File: config.mk
export PLATFORM = sky130hd
export DESIGN_NAME = alu_issue_stage_flat
export DESIGN_NICKNAME = d
export VERILOG_FILES = /design/src/rtl/alu_pkg.sv /design/src/rtl/alu_issue_stage_if.sv /design/src/rtl/alu_op_decode.sv /design/src/rtl/alu_issue_stage.sv /design/src/flat_wrapper.sv
export SDC_FILE = /design/constraint.sdc
export NUM_CORES = 1
export LEC_CHECK = 0
export BUFFER_PORTS_ARGS = -buffer_cell sky130_fd_sc_hd__buf_4
export CAP_MARGIN = 20
export CORE_MARGIN = 3
export CORE_UTILIZATION = 50
export DETAILED_ROUTE_END_ITERATION = 7
export PLACE_DENSITY_LB_ADDON = 0.3
export SYNTH_ARGS = -nofsm -noshare
export SYNTH_HDL_FRONTEND = slang
export SYNTH_SLANG_ARGS = --single-unit
File: constraint.sdc
create_clock -name clk -period 3.3 [get_ports clk]
set_input_delay 0.33 -clock clk [delete_from_list [all_inputs] [get_ports clk]]
set_output_delay 0.33 -clock clk [all_outputs]
set_load 0.02 [all_outputs]
File: src/rtl/alu_pkg.sv
// Shared ALU definitions: control encodings, opcodes and the issue-entry payload
// used by the decoder, the issue stage and the EX stage.
package alu_pkg;

    localparam int PL_XLEN   = 32;
    localparam int PL_CTRL_W = 4;
    localparam int PL_RD_W   = 5;
    localparam int PL_F3_W   = 3;

    localparam logic [PL_CTRL_W-1:0] ALU_ADD  = 4'b0000;
    localparam logic [PL_CTRL_W-1:0] ALU_SUB  = 4'b1000;
    localparam logic [PL_CTRL_W-1:0] ALU_SLL  = 4'b0001;
    localparam logic [PL_CTRL_W-1:0] ALU_SLT  = 4'b0010;
    localparam logic [PL_CTRL_W-1:0] ALU_SLTU = 4'b0011;
    localparam logic [PL_CTRL_W-1:0] ALU_XOR  = 4'b0100;
    localparam logic [PL_CTRL_W-1:0] ALU_SRL  = 4'b0101;
    localparam logic [PL_CTRL_W-1:0] ALU_SRA  = 4'b1101;
    localparam logic [PL_CTRL_W-1:0] ALU_OR   = 4'b0110;
    localparam logic [PL_CTRL_W-1:0] ALU_AND  = 4'b0111;

    localparam logic [6:0] OPC_OP     = 7'b0110011;
    localparam logic [6:0] OPC_OPIMM  = 7'b0010011;
    localparam logic [6:0] OPC_LUI    = 7'b0110111;
    localparam logic [6:0] OPC_AUIPC  = 7'b0010111;
    localparam logic [6:0] OPC_LOAD   = 7'b0000011;
    localparam logic [6:0] OPC_STORE  = 7'b0100011;
    localparam logic [6:0] OPC_JAL    = 7'b1101111;
    localparam logic [6:0] OPC_JALR   = 7'b1100111;
    localparam logic [6:0] OPC_BRANCH = 7'b1100011;

    typedef struct packed {
        logic [PL_XLEN-1:0]   a;
        logic [PL_XLEN-1:0]   b;
        logic [PL_CTRL_W-1:0] ctrl;
        logic [PL_RD_W-1:0]   rd;
        logic [PL_XLEN-1:0]   pc;
        logic [PL_F3_W-1:0]   funct3;
        logic                 is_branch;
        logic                 illegal;
    } issue_t;

endpackage

File: src/rtl/alu_issue_stage_if.sv
// ID->EX issue bus: decoded-instruction input handshake, forwarding tap, flush,
// and the operand/control output handshake toward EX.
interface alu_issue_stage_if;
    import alu_pkg::*;

    logic                 flush;
    logic                 in_valid;
    logic                 in_ready;
    logic [PL_XLEN-1:0]   in_pc;
    logic [31:0]          in_instr;
    logic [PL_XLEN-1:0]   in_rs1_data;
    logic [PL_XLEN-1:0]   in_rs2_data;
    logic [PL_XLEN-1:0]   in_imm;
    logic                 fwd_valid;
    logic [PL_RD_W-1:0]   fwd_rd;
    logic [PL_XLEN-1:0]   fwd_data;
    logic                 out_valid;
    logic                 out_ready;
    logic [PL_XLEN-1:0]   out_a;
    logic [PL_XLEN-1:0]   out_b;
    logic [PL_CTRL_W-1:0] out_alu_ctrl;
    logic [PL_RD_W-1:0]   out_rd;
    logic [PL_XLEN-1:0]   out_pc;
    logic [PL_F3_W-1:0]   out_funct3;
    logic                 out_is_branch;
    logic                 out_illegal;

    modport master (
        output flush, in_valid, in_pc, in_instr, in_rs1_data, in_rs2_data, in_imm,
               fwd_valid, fwd_rd, fwd_data, out_ready,
        input  in_ready, out_valid, out_a, out_b, out_alu_ctrl, out_rd, out_pc,
               out_funct3, out_is_branch, out_illegal
    );

    modport slave (
        input  flush, in_valid, in_pc, in_instr, in_rs1_data, in_rs2_data, in_imm,
               fwd_valid, fwd_rd, fwd_data, out_ready,
        output in_ready, out_valid, out_a, out_b, out_alu_ctrl, out_rd, out_pc,
               out_funct3, out_is_branch, out_illegal
    );

endinterface

File: src/rtl/alu_op_decode.sv
// Combinational decode of one instruction into ALU operands, alu_ctrl and
// writeback/branch/illegal side information.
module alu_op_decode
    import alu_pkg::*;
(
    input  logic [31:0]        instr,
    input  logic [PL_XLEN-1:0] pc,
    input  logic [PL_XLEN-1:0] rs1,
    input  logic [PL_XLEN-1:0] rs2,
    input  logic [PL_XLEN-1:0] imm,
    output issue_t             pl
);

    logic [6:0] opc;
    logic [2:0] f3;
    logic       unused_bits;

    assign opc         = instr[6:0];
    assign f3          = instr[14:12];
    assign unused_bits = ^{instr[31], instr[29:15]};

    always_comb begin
        pl           = '0;
        pl.pc        = pc;
        pl.funct3    = f3;
        pl.rd        = instr[11:7];
        pl.ctrl      = ALU_ADD;
        case (opc)
            OPC_OP: begin
                pl.a    = rs1;
                pl.b    = rs2;
                pl.ctrl = {instr[30], f3};
            end
            OPC_OPIMM: begin
                // instr[30] is immediate bits for everything but the right shifts
                pl.a    = rs1;
                pl.b    = imm;
                pl.ctrl = {(f3 == 3'b101) & instr[30], f3};
            end
            OPC_LUI: begin
                pl.b = imm;
            end
            OPC_AUIPC: begin
                pl.a = pc;
                pl.b = imm;
            end
            OPC_LOAD: begin
                pl.a = rs1;
                pl.b = imm;
            end
            OPC_STORE: begin
                pl.a  = rs1;
                pl.b  = imm;
                pl.rd = '0;
            end
            OPC_JAL, OPC_JALR: begin
                pl.a = pc;
                pl.b = PL_XLEN'(4);
            end
            OPC_BRANCH: begin
                pl.a         = rs1;
                pl.b         = rs2;
                pl.rd        = '0;
                pl.is_branch = 1'b1;
                pl.ctrl      = f3[2] ? (f3[1] ? ALU_SLTU : ALU_SLT) : ALU_SUB;
            end
            default: begin
                pl.illegal = 1'b1;
                pl.rd      = '0;
            end
        endcase
    end

endmodule

File: src/rtl/alu_issue_stage.sv
// ID->EX issue register with a 2-entry skid buffer (head + skid) and optional
// operand forwarding at accept, enabled by defining ALU_ISSUE_FWD_EN.
module alu_issue_stage
    import alu_pkg::*;
#(
    parameter int XLEN   = 32,
    parameter int CTRL_W = 4
) (
    input logic clk,
    input logic rst_n,
    alu_issue_stage_if.slave bus
);

    logic [XLEN-1:0] rs1_val;
    logic [XLEN-1:0] rs2_val;
    issue_t          dec_pl;
    issue_t          head_q;
    issue_t          skid_q;
    logic            head_vld;
    logic            skid_vld;
    logic            accept;
    logic            pop;

`ifdef ALU_ISSUE_FWD_EN
    logic fwd_hit1;
    logic fwd_hit2;

    assign fwd_hit1 = bus.fwd_valid && (bus.fwd_rd != '0) && (bus.fwd_rd == bus.in_instr[19:15]);
    assign fwd_hit2 = bus.fwd_valid && (bus.fwd_rd != '0) && (bus.fwd_rd == bus.in_instr[24:20]);
    assign rs1_val  = fwd_hit1 ? bus.fwd_data : bus.in_rs1_data;
    assign rs2_val  = fwd_hit2 ? bus.fwd_data : bus.in_rs2_data;
`else
    logic unused_fwd;

    assign unused_fwd = ^{bus.fwd_valid, bus.fwd_rd, bus.fwd_data};
    assign rs1_val    = bus.in_rs1_data;
    assign rs2_val    = bus.in_rs2_data;
`endif

    alu_op_decode u_dec (
        .instr (bus.in_instr),
        .pc    (bus.in_pc),
        .rs1   (rs1_val),
        .rs2   (rs2_val),
        .imm   (bus.in_imm),
        .pl    (dec_pl)
    );

    // ready depends only on registered state, so no comb path from out_ready
    assign bus.in_ready = ~skid_vld;
    assign accept       = bus.in_valid & ~skid_vld & ~bus.flush;
    assign pop          = head_vld & bus.out_ready;

    always_ff @(posedge clk or negedge rst_n) begin
        if (!rst_n) begin
            head_vld <= 1'b0;
            skid_vld <= 1'b0;
            head_q   <= '0;
            skid_q   <= '0;
        end else if (bus.flush) begin
            head_vld <= 1'b0;
            skid_vld <= 1'b0;
        end else if (pop && skid_vld) begin
            head_q   <= skid_q;
            skid_vld <= 1'b0;
        end else if (pop) begin
            head_vld <= accept;
            if (accept) head_q <= dec_pl;
        end else if (accept) begin
            if (!head_vld) begin
                head_q   <= dec_pl;
                head_vld <= 1'b1;
            end else begin
                skid_q   <= dec_pl;
                skid_vld <= 1'b1;
            end
        end
    end

    assign bus.out_valid     = head_vld;
    assign bus.out_a         = head_q.a;
    assign bus.out_b         = head_q.b;
    assign bus.out_alu_ctrl  = CTRL_W'(head_q.ctrl);
    assign bus.out_rd        = head_q.rd;
    assign bus.out_pc        = head_q.pc;
    assign bus.out_funct3    = head_q.funct3;
    assign bus.out_is_branch = head_q.is_branch;
    assign bus.out_illegal   = head_q.illegal;

endmodule

File: src/flat_wrapper.sv
// flat-port wrapper written by rule: the top's interface ports become plain ports
module alu_issue_stage_flat import alu_pkg::*;
#(
    parameter int XLEN   = 32,
    parameter int CTRL_W = 4
)
  (clk, rst_n, bus_flush, bus_in_valid, bus_in_pc, bus_in_instr, bus_in_rs1_data, bus_in_rs2_data, bus_in_imm, bus_fwd_valid, bus_fwd_rd, bus_fwd_data, bus_out_ready, bus_in_ready, bus_out_valid, bus_out_a, bus_out_b, bus_out_alu_ctrl, bus_out_rd, bus_out_pc, bus_out_funct3, bus_out_is_branch, bus_out_illegal);
  alu_issue_stage_if bus_i ();
  input logic clk;
  input logic rst_n;
  input wire logic [$bits(bus_i.flush)-1:0] bus_flush;
  input wire logic [$bits(bus_i.in_valid)-1:0] bus_in_valid;
  input wire logic [$bits(bus_i.in_pc)-1:0] bus_in_pc;
  input wire logic [$bits(bus_i.in_instr)-1:0] bus_in_instr;
  input wire logic [$bits(bus_i.in_rs1_data)-1:0] bus_in_rs1_data;
  input wire logic [$bits(bus_i.in_rs2_data)-1:0] bus_in_rs2_data;
  input wire logic [$bits(bus_i.in_imm)-1:0] bus_in_imm;
  input wire logic [$bits(bus_i.fwd_valid)-1:0] bus_fwd_valid;
  input wire logic [$bits(bus_i.fwd_rd)-1:0] bus_fwd_rd;
  input wire logic [$bits(bus_i.fwd_data)-1:0] bus_fwd_data;
  input wire logic [$bits(bus_i.out_ready)-1:0] bus_out_ready;
  output wire logic [$bits(bus_i.in_ready)-1:0] bus_in_ready;
  output wire logic [$bits(bus_i.out_valid)-1:0] bus_out_valid;
  output wire logic [$bits(bus_i.out_a)-1:0] bus_out_a;
  output wire logic [$bits(bus_i.out_b)-1:0] bus_out_b;
  output wire logic [$bits(bus_i.out_alu_ctrl)-1:0] bus_out_alu_ctrl;
  output wire logic [$bits(bus_i.out_rd)-1:0] bus_out_rd;
  output wire logic [$bits(bus_i.out_pc)-1:0] bus_out_pc;
  output wire logic [$bits(bus_i.out_funct3)-1:0] bus_out_funct3;
  output wire logic [$bits(bus_i.out_is_branch)-1:0] bus_out_is_branch;
  output wire logic [$bits(bus_i.out_illegal)-1:0] bus_out_illegal;
  assign bus_i.flush = bus_flush;
  assign bus_i.in_valid = bus_in_valid;
  assign bus_i.in_pc = bus_in_pc;
  assign bus_i.in_instr = bus_in_instr;
  assign bus_i.in_rs1_data = bus_in_rs1_data;
  assign bus_i.in_rs2_data = bus_in_rs2_data;
  assign bus_i.in_imm = bus_in_imm;
  assign bus_i.fwd_valid = bus_fwd_valid;
  assign bus_i.fwd_rd = bus_fwd_rd;
  assign bus_i.fwd_data = bus_fwd_data;
  assign bus_i.out_ready = bus_out_ready;
  assign bus_in_ready = bus_i.in_ready;
  assign bus_out_valid = bus_i.out_valid;
  assign bus_out_a = bus_i.out_a;
  assign bus_out_b = bus_i.out_b;
  assign bus_out_alu_ctrl = bus_i.out_alu_ctrl;
  assign bus_out_rd = bus_i.out_rd;
  assign bus_out_pc = bus_i.out_pc;
  assign bus_out_funct3 = bus_i.out_funct3;
  assign bus_out_is_branch = bus_i.out_is_branch;
  assign bus_out_illegal = bus_i.out_illegal;
  alu_issue_stage #(.XLEN(XLEN), .CTRL_W(CTRL_W)) u_core (.clk(clk), .rst_n(rst_n), .bus(bus_i));
endmodule
==> Yosys cells after proc, flatten, opt, wreduce, memory -nomap -nowiden <==
Cells that the tools add are included.
{ "classes": {"eq_ne": 13, "muxes": 22, "bitwise": 8, "reduce_logical": 16} }
{ "op_table": {"columns": ["cell", "count"], "rows": [
  ["110-bit 2-to-1 mux", 5],
  ["32-bit one-hot mux with 3 select lines", 1],
  ["32-bit one-hot mux with 2 select lines", 1],
  ["7-bit by 6-bit == test with 1-bit output, second input constant", 3],
  ["7-bit == test, second input constant", 3],
  ["7-bit by 5-bit == test with 1-bit output, second input constant", 2],
  ["1-bit 2-to-1 mux", 12],
  ["4-bit one-hot mux with 3 select lines", 1],
  ["5-bit OR reduction", 2],
  ["3-bit nonzero test", 3],
  ["9-bit OR reduction", 1],
  ["7-bit by 2-bit == test with 1-bit output, second input constant", 1],
  ["7-bit OR reduction", 1],
  ["3-bit inequality test, second input constant", 2],
  ["3-bit AND reduction", 2],
  ["5-bit 2-to-1 mux", 1],
  ["5-bit AND reduction", 1],
  ["1-bit bitwise AND", 4],
  ["4-bit 2-to-1 mux", 1],
  ["1-bit NOT", 4],
  ["2-bit OR reduction", 2],
  ["3-bit == test, second input constant", 1],
  ["3-bit OR reduction", 1],
  ["2-bit inequality test, second input constant", 1],
  ["other kinds (3)", 3]
]} }
{ "totals": {"reg_bits": 222, "input_bits": 203, "out_inout_bits": 112} }

==> Depth between registers and ports, before layout <==
{ "depth": {"word_depth": 7, "ltp_mapped": 7} }

==> Hierarchy <==
From an unflattened synthesis, not the netlist that was laid out.
{ "hier_totals": {"cells_unflattened": 749, "hier_area_um2": 10827.9} }
{ "modules_own_cells": {"columns": ["module", "instances", "cells_per_inst", "area_per_inst_um2", "seq_area_each_um2"], "rows": [
  ["alu_issue_stage", 1, 599, 9643.0, 5555.3],
  ["alu_op_decode", 1, 150, 1184.9, 0.0]
]} }

==> Least setup slack after synthesis <==
OpenSTA, ideal clock, no wires.
{ "synth_path": {"path_kind": "flip-flop to flip-flop", "startpoint": "register u_core.head_vld (netlist: u_core.bus.out_valid)", "endpoint": "register u_core.head_q (netlist bit u_core.bus.out_rd[0])", "setup_time_ns": 0.082, "arrival_ns": 1.926, "required_ns": 3.218, "path_slack_ns": 1.291, "stages_incl_launch_ff": 6, "n_path_buf": 1, "synth_period_minus_slack_ns": 2.009, "cell_sequence": "dfrtp_1 buf_6 nor2b_1 or4_4 or4_4 o22ai_1"} }
{ "synth_between": {"elab_chain_len": 4, "word_cells_on_any_way": 7, "classes_between": "1 x eq/ne; 2 x mux; 1 x bitwise; 3 x reduce/logical"} }
{ "synth_lines": {"columns": ["element", "line", "source"], "rows": [
  ["start: declaration", "alu_issue_stage.sv:19", "logic head_vld;"],
  ["start signal: assignment", "alu_issue_stage.sv:67", "head_vld <= accept;"],
  ["1-bit bitwise AND", "alu_issue_stage.sv:52", "assign pop = head_vld & bus.out_ready;"],
  ["1-bit logical AND", "alu_issue_stage.sv:63", "end else if (pop && skid_vld) begin"],
  ["3-bit inequality test (no line) / 2-bit nonzero test (equally long branches)", null, null],
  ["3-bit AND reduction (no line)", null, null],
  ["end signal: assignment", "alu_issue_stage.sv:64", "head_q <= skid_q;"],
  ["end signal: assignment", "alu_issue_stage.sv:68", "if (accept) head_q <= dec_pl;"],
  ["end signal: assignment", "alu_issue_stage.sv:71", "head_q <= dec_pl;"],
  ["end: declaration", "alu_issue_stage.sv:17", "issue_t head_q;"]
]} }
Parallel ways exist; a longest one is shown, timed or not.
A chain may end at the register's enable or synchronous reset.

==> Worst setup path in the final report <==
{ "layout_path": {"startpoint": "register u_core.head_vld (netlist: u_core.bus.out_valid)", "endpoint": "register u_core.head_q (netlist bit u_core.bus.out_b[23])"} }
The elaborated chain is that of the path after synthesis.

==> flow_summary.html <==
<table>
<tr><th>Metric</th><th>Value</th></tr>
<tr><th colspan="2">Run status</th></tr>
<tr><td>Status</td><td>complete, no violations</td></tr>
<tr><th colspan="2">Timing</th></tr>
<tr><td>Number of hold-slack violations in the final timing report</td><td>0</td></tr>
<tr><td>Actual slew at the worst max-slew pin</td><td>0.908 ns</td></tr>
<tr><td>Number of slew-limit violations in the final report</td><td>0</td></tr>
<tr><td>Time the final worst path needs with I/O delays and setup</td><td>2.38 ns</td></tr>
<tr><td>Setup repair after global routing missed its margin</td><td>no</td></tr>
<tr><td>Maximum frequency from static timing analysis</td><td>0.420 GHz</td></tr>
<tr><td>Setup-violating endpoint count in the final report</td><td>0</td></tr>
<tr><td>Worst slew margin relative to its limit</td><td>39.5%</td></tr>
<tr><td>Sum of negative setup slack</td><td>0 ns</td></tr>
<tr><td>Final critical-path share of the clock period</td><td>72.1%</td></tr>
<tr><td>Clock tree skew after final layout</td><td>0.00798 ns</td></tr>
<tr><th colspan="2">Pwr</th></tr>
<tr><td>Leakage power of the design</td><td>5.75 nW</td></tr>
<tr><td>Power density normalized to cell area</td><td>555 nW/um2</td></tr>
<tr><td>Total power</td><td>7.17 mW</td></tr>
<tr><td>VDD IR max</td><td>0.374 mV</td></tr>
<tr><th colspan="2">Clock network</th></tr>
<tr><td>Clock root buffer</td><td>clkbuf_16</td></tr>
<tr><td>Post CTS Setup Buffer Count</td><td>0</td></tr>
<tr><td>Clock tree buffer depth</td><td>3</td></tr>
<tr><td>Maximum level of the CTS H-tree</td><td>1</td></tr>
<tr><td>Total of hold buffers inserted after clock tree synthesis</td><td>1</td></tr>
<tr><td>Clock slew at the register clock pins of the worst setup and hold paths</td><td>0.06 ns</td></tr>
<tr><td>CTS tree</td><td>done</td></tr>
<tr><td>Post-CTS Resized</td><td>0</td></tr>
<tr><td>Number of clock buffers inserted by TritonCTS</td><td>24</td></tr>
<tr><td>TritonCTS Sinks</td><td>222</td></tr>
<tr><td>Latest clock arrival within the worst-skew pair</td><td>0.51 ns</td></tr>
<tr><th colspan="2">Critical path</th></tr>
<tr><td>Stage delay of the slowest cell on the critical path</td><td>0.51 ns</td></tr>
<tr><td>Beginning of the critical path</td><td>u_core.bus.out_valid</td></tr>
<tr><td>Capturing element type of the critical path</td><td>flip-flop</td></tr>
<tr><td>Worst path slowest cell</td><td>dfrtp_1</td></tr>
<tr><td>Largest fanout on the critical path</td><td>111</td></tr>
<tr><td>Critical Path Sink</td><td>u_core.bus.out_b[23]</td></tr>
<tr><td>Number of cell instances on the worst register-to-register path</td><td>6</td></tr>
<tr><td>Cell chain of the critical path</td><td>nor2b_1, nor4_2, buf_12, nand2_1, buf_4, o211ai_1</td></tr>
<tr><td>Class of the most critical setup path</td><td>reg2reg</td></tr>
<tr><td>Arr. time, crit path</td><td>2.79 ns</td></tr>
<tr><td>Startpoint of the worst-slack reg-to-reg timing path</td><td>u_core.bus.out_valid</td></tr>
<tr><td>Critical Path RT</td><td>3.71 ns</td></tr>
<tr><td>End of the worst register-to-register path</td><td>u_core.bus.out_b[23]</td></tr>
<tr><td>Minimum setup slack among reg-to-reg paths</td><td>0.92 ns</td></tr>
<tr><td>Sort of element at the start of the critical path</td><td>flip-flop</td></tr>
<tr><th colspan="2">Global routing</th></tr>
<tr><td>Vias in the first global route</td><td>8464</td></tr>
<tr><td>First-pass GRT wire length</td><td>44400 um</td></tr>
<tr><td>Largest net degree at the start of global routing</td><td>112</td></tr>
<tr><td>Grt ovf</td><td>0</td></tr>
<tr><td>Antenna violations before repair</td><td>0</td></tr>
<tr><td>Global-route usage over all layers</td><td>24.9%</td></tr>
<tr><th colspan="2">Yosys</th></tr>
<tr><td>Synthesized cell area</td><td>9880 um2</td></tr>
<tr><td>#FFs+latches synth</td><td>222</td></tr>
<tr><td>Average instance area after synthesis</td><td>9.71 um2</td></tr>
<tr><td>Synth warnings</td><td>0</td></tr>
<tr><td>Synth top area share</td><td>56.3%</td></tr>
<tr><td>Cell count after synthesis</td><td>1017</td></tr>
<tr><td>Post-synthesis cell type count</td><td>39</td></tr>
<tr><td>Synthesized Nets</td><td>1220</td></tr>
<tr><td>Cell types occupying the most area after synthesis</td><td>dfrtp_1, nand2_1, a22oi_1</td></tr>
<tr><td>Seq/Total Area, Yosys</td><td>56.3%</td></tr>
<tr><td>Largest area contributor in the netlist</td><td>dfrtp_1</td></tr>
<tr><th colspan="2">Layout</th></tr>
<tr><td>Design area</td><td>12900 um2</td></tr>
<tr><td>Ratio of cells with drive above 1 in the final layout</td><td>29.4%</td></tr>
<tr><td>Area overhead of the layout relative to synthesis</td><td>30.9%</td></tr>
<tr><td>Most frequent cells in the layout</td><td>buf_4, dfrtp_1, nand2_1</td></tr>
<tr><td>Leading cell type in the layout, fill and taps excluded</td><td>buf_4</td></tr>
<tr><td># nets final</td><td>1438</td></tr>
<tr><td>Diodes inserted</td><td>0</td></tr>
<tr><th colspan="2">Min path</th></tr>
<tr><td>Cell depth of the worst hold path</td><td>2</td></tr>
<tr><td>Type of the tightest min-delay check</td><td>in2reg</td></tr>
<tr><th colspan="2">Floorplan</th></tr>
<tr><td>Horiz. Die Dim</td><td>147 um</td></tr>
<tr><td>Initial Util</td><td>51.8%</td></tr>
<tr><td>Number of rows in the core area</td><td>50</td></tr>
<tr><td>Core footprint</td><td>19100 um2</td></tr>
<tr><td>Die area</td><td>21500 um2</td></tr>
<tr><td>Top-Level Pins</td><td>315</td></tr>
<tr><td>Die outline height</td><td>147 um</td></tr>
<tr><th colspan="2">Routing</th></tr>
<tr><td>Wirelength per Cell</td><td>18.0 um</td></tr>
<tr><td>Count of unresolved DRC violations after routing</td><td>0</td></tr>
<tr><td>Total wire length after detailed routing</td><td>27200 um</td></tr>
<tr><td>Detailed-route via count</td><td>8824</td></tr>
<tr><td>Number of optimization iterations in the first detailed-route pass</td><td>5</td></tr>
<tr><td>DR iter-0 viols</td><td>543</td></tr>
<tr><td>Post-detailed-route via-to-cell ratio</td><td>5.83</td></tr>
<tr><td>Antenna-violating nets left</td><td>0</td></tr>
<tr><th colspan="2">Place</th></tr>
<tr><td>Placed cell area</td><td>12100 um2</td></tr>
<tr><td>Global placement routability congestion</td><td>0.803</td></tr>
<tr><td>Half-perimeter wire length after detailed placement</td><td>17400 um</td></tr>
<tr><td>IO Port Bufs</td><td>260</td></tr>
<tr><th colspan="2">Job</th></tr>
<tr><td>Max-cap violations</td><td>0</td></tr>
</table>
[how the worst min path moves through the flow]
stage | from | to | slack, ns
finish | bus_flush | u_core.bus.out_valid | 0.03
global route | bus_flush | u_core.bus.out_valid | 0.01
CTS | bus_flush | u_core.bus.out_valid | 0.02
detailed placement | rst_n | u_core.bus.out_pc[15] | 0.44
global placement | rst_n | u_core.bus.out_pc[16] | 0.45
floorplan | rst_n | u_core.bus.out_a[0] | 0.03
[per-stage QoR]
step | std cells | setup WS, ns | utilization [%] | hold slack (ns)
floorplan | 1017 | 1.29 | - | 0.0344
global placement | 1468 | 1.04 | 63.2 | 0.447
detailed placement | 1468 | 0.982 | 63.2 | 0.440
CTS | 1513 | 0.990 | 67.7 | 0.0159
global route | 1513 | 0.804 | 67.7 | 0.0106
finish | 1513 | 0.922 | 67.7 | 0.0347
[area by class of cell]
type                            count  area (um2)
Clock buffer                       29         671
Clock inverter                     15         181
Fill cell                        1499        6160
Sequential cell                   222        5560
Timing Repair Buffer              282        2180
Tap cell                          260         325
Multi-Input combinational cell    696        3980
Inverter                            9        33.8
[routing by layer]
| metal | vias up | wire length, um | global-route usage (%) |
|---|---|---|---|
| li1 | 4101 | - | - |
| met1 | 4295 | 11100 | 34.2 |
| met2 | 387 | 13100 | 40.6 |
| met3 | 41 | 2320 | 5.62 |
| met4 | 0 | 626 | 5.74 |
| met5 | - | 0 | 0 |
[synthesized netlist by cell type]
cell type / n
buf_2: 23
nor4b_2: 1
o21bai_1: 1
buf_6: 1
dfrtp_1: 222
nand4bb_1: 1
buf_1: 9
nand3_1: 39
nor2b_1: 3
o21ai_0: 95
nand3b_1: 2
o31ai_1: 2
o21ai_1: 42
nor2_1: 45
or4_4: 2
a32oi_1: 2
a211oi_1: 3
and3_1: 1
o41ai_1: 1
nand2b_1: 4
inv_1: 9
o22ai_1: 5
a21oi_1: 12
nand2_1: 214
and3b_1: 2
a31oi_1: 37
a22o_1: 5
mux2i_1: 1
clkbuf_1: 57
and2_0: 1
or4b_1: 1
a21o_1: 1
a21oi_2: 1
o211ai_1: 34
nor4_1: 2
a221oi_1: 32
a22oi_1: 64
nor3_1: 5
mux2_2: 35
[registers in the layout (all words and copies together), names as in the netlist, 3 cells and up]
register                 cells
u_core.bus.out_b            32
u_core.bus.out_a            32
u_core.skid_q              110
u_core.bus.out_funct3        3
u_core.bus.out_rd            5
u_core.bus.out_pc           32
u_core.bus.out_alu_ctrl      4
[cells by family after synthesis]
family	after synthesis	synth area share (%)
AOI/OAI and AO/OA	337	21.8
and+or+nand+nor	323	13.7
DFF	222	56.3
muxes	36	4.09
buffers and inverters	99	4.13
[worst max-delay path, delay by kind of cell, from the launching register on]
family          cells  cell delay [ns]
simple gates        3             0.72
buf+inv             2             0.67
flops               1             0.51
compound gates      1             0.23
[power breakdown]
group          switching, mW  internal (mW)  leakage, nW  total, mW
Combinational          0.630          0.518         2.42       1.15
Clock                   1.09           1.76        0.427       2.85
Sequential             0.162           3.02         2.90       3.18
Total                   1.88           5.29         5.75       7.17
(Power assumes the default switching activity.)
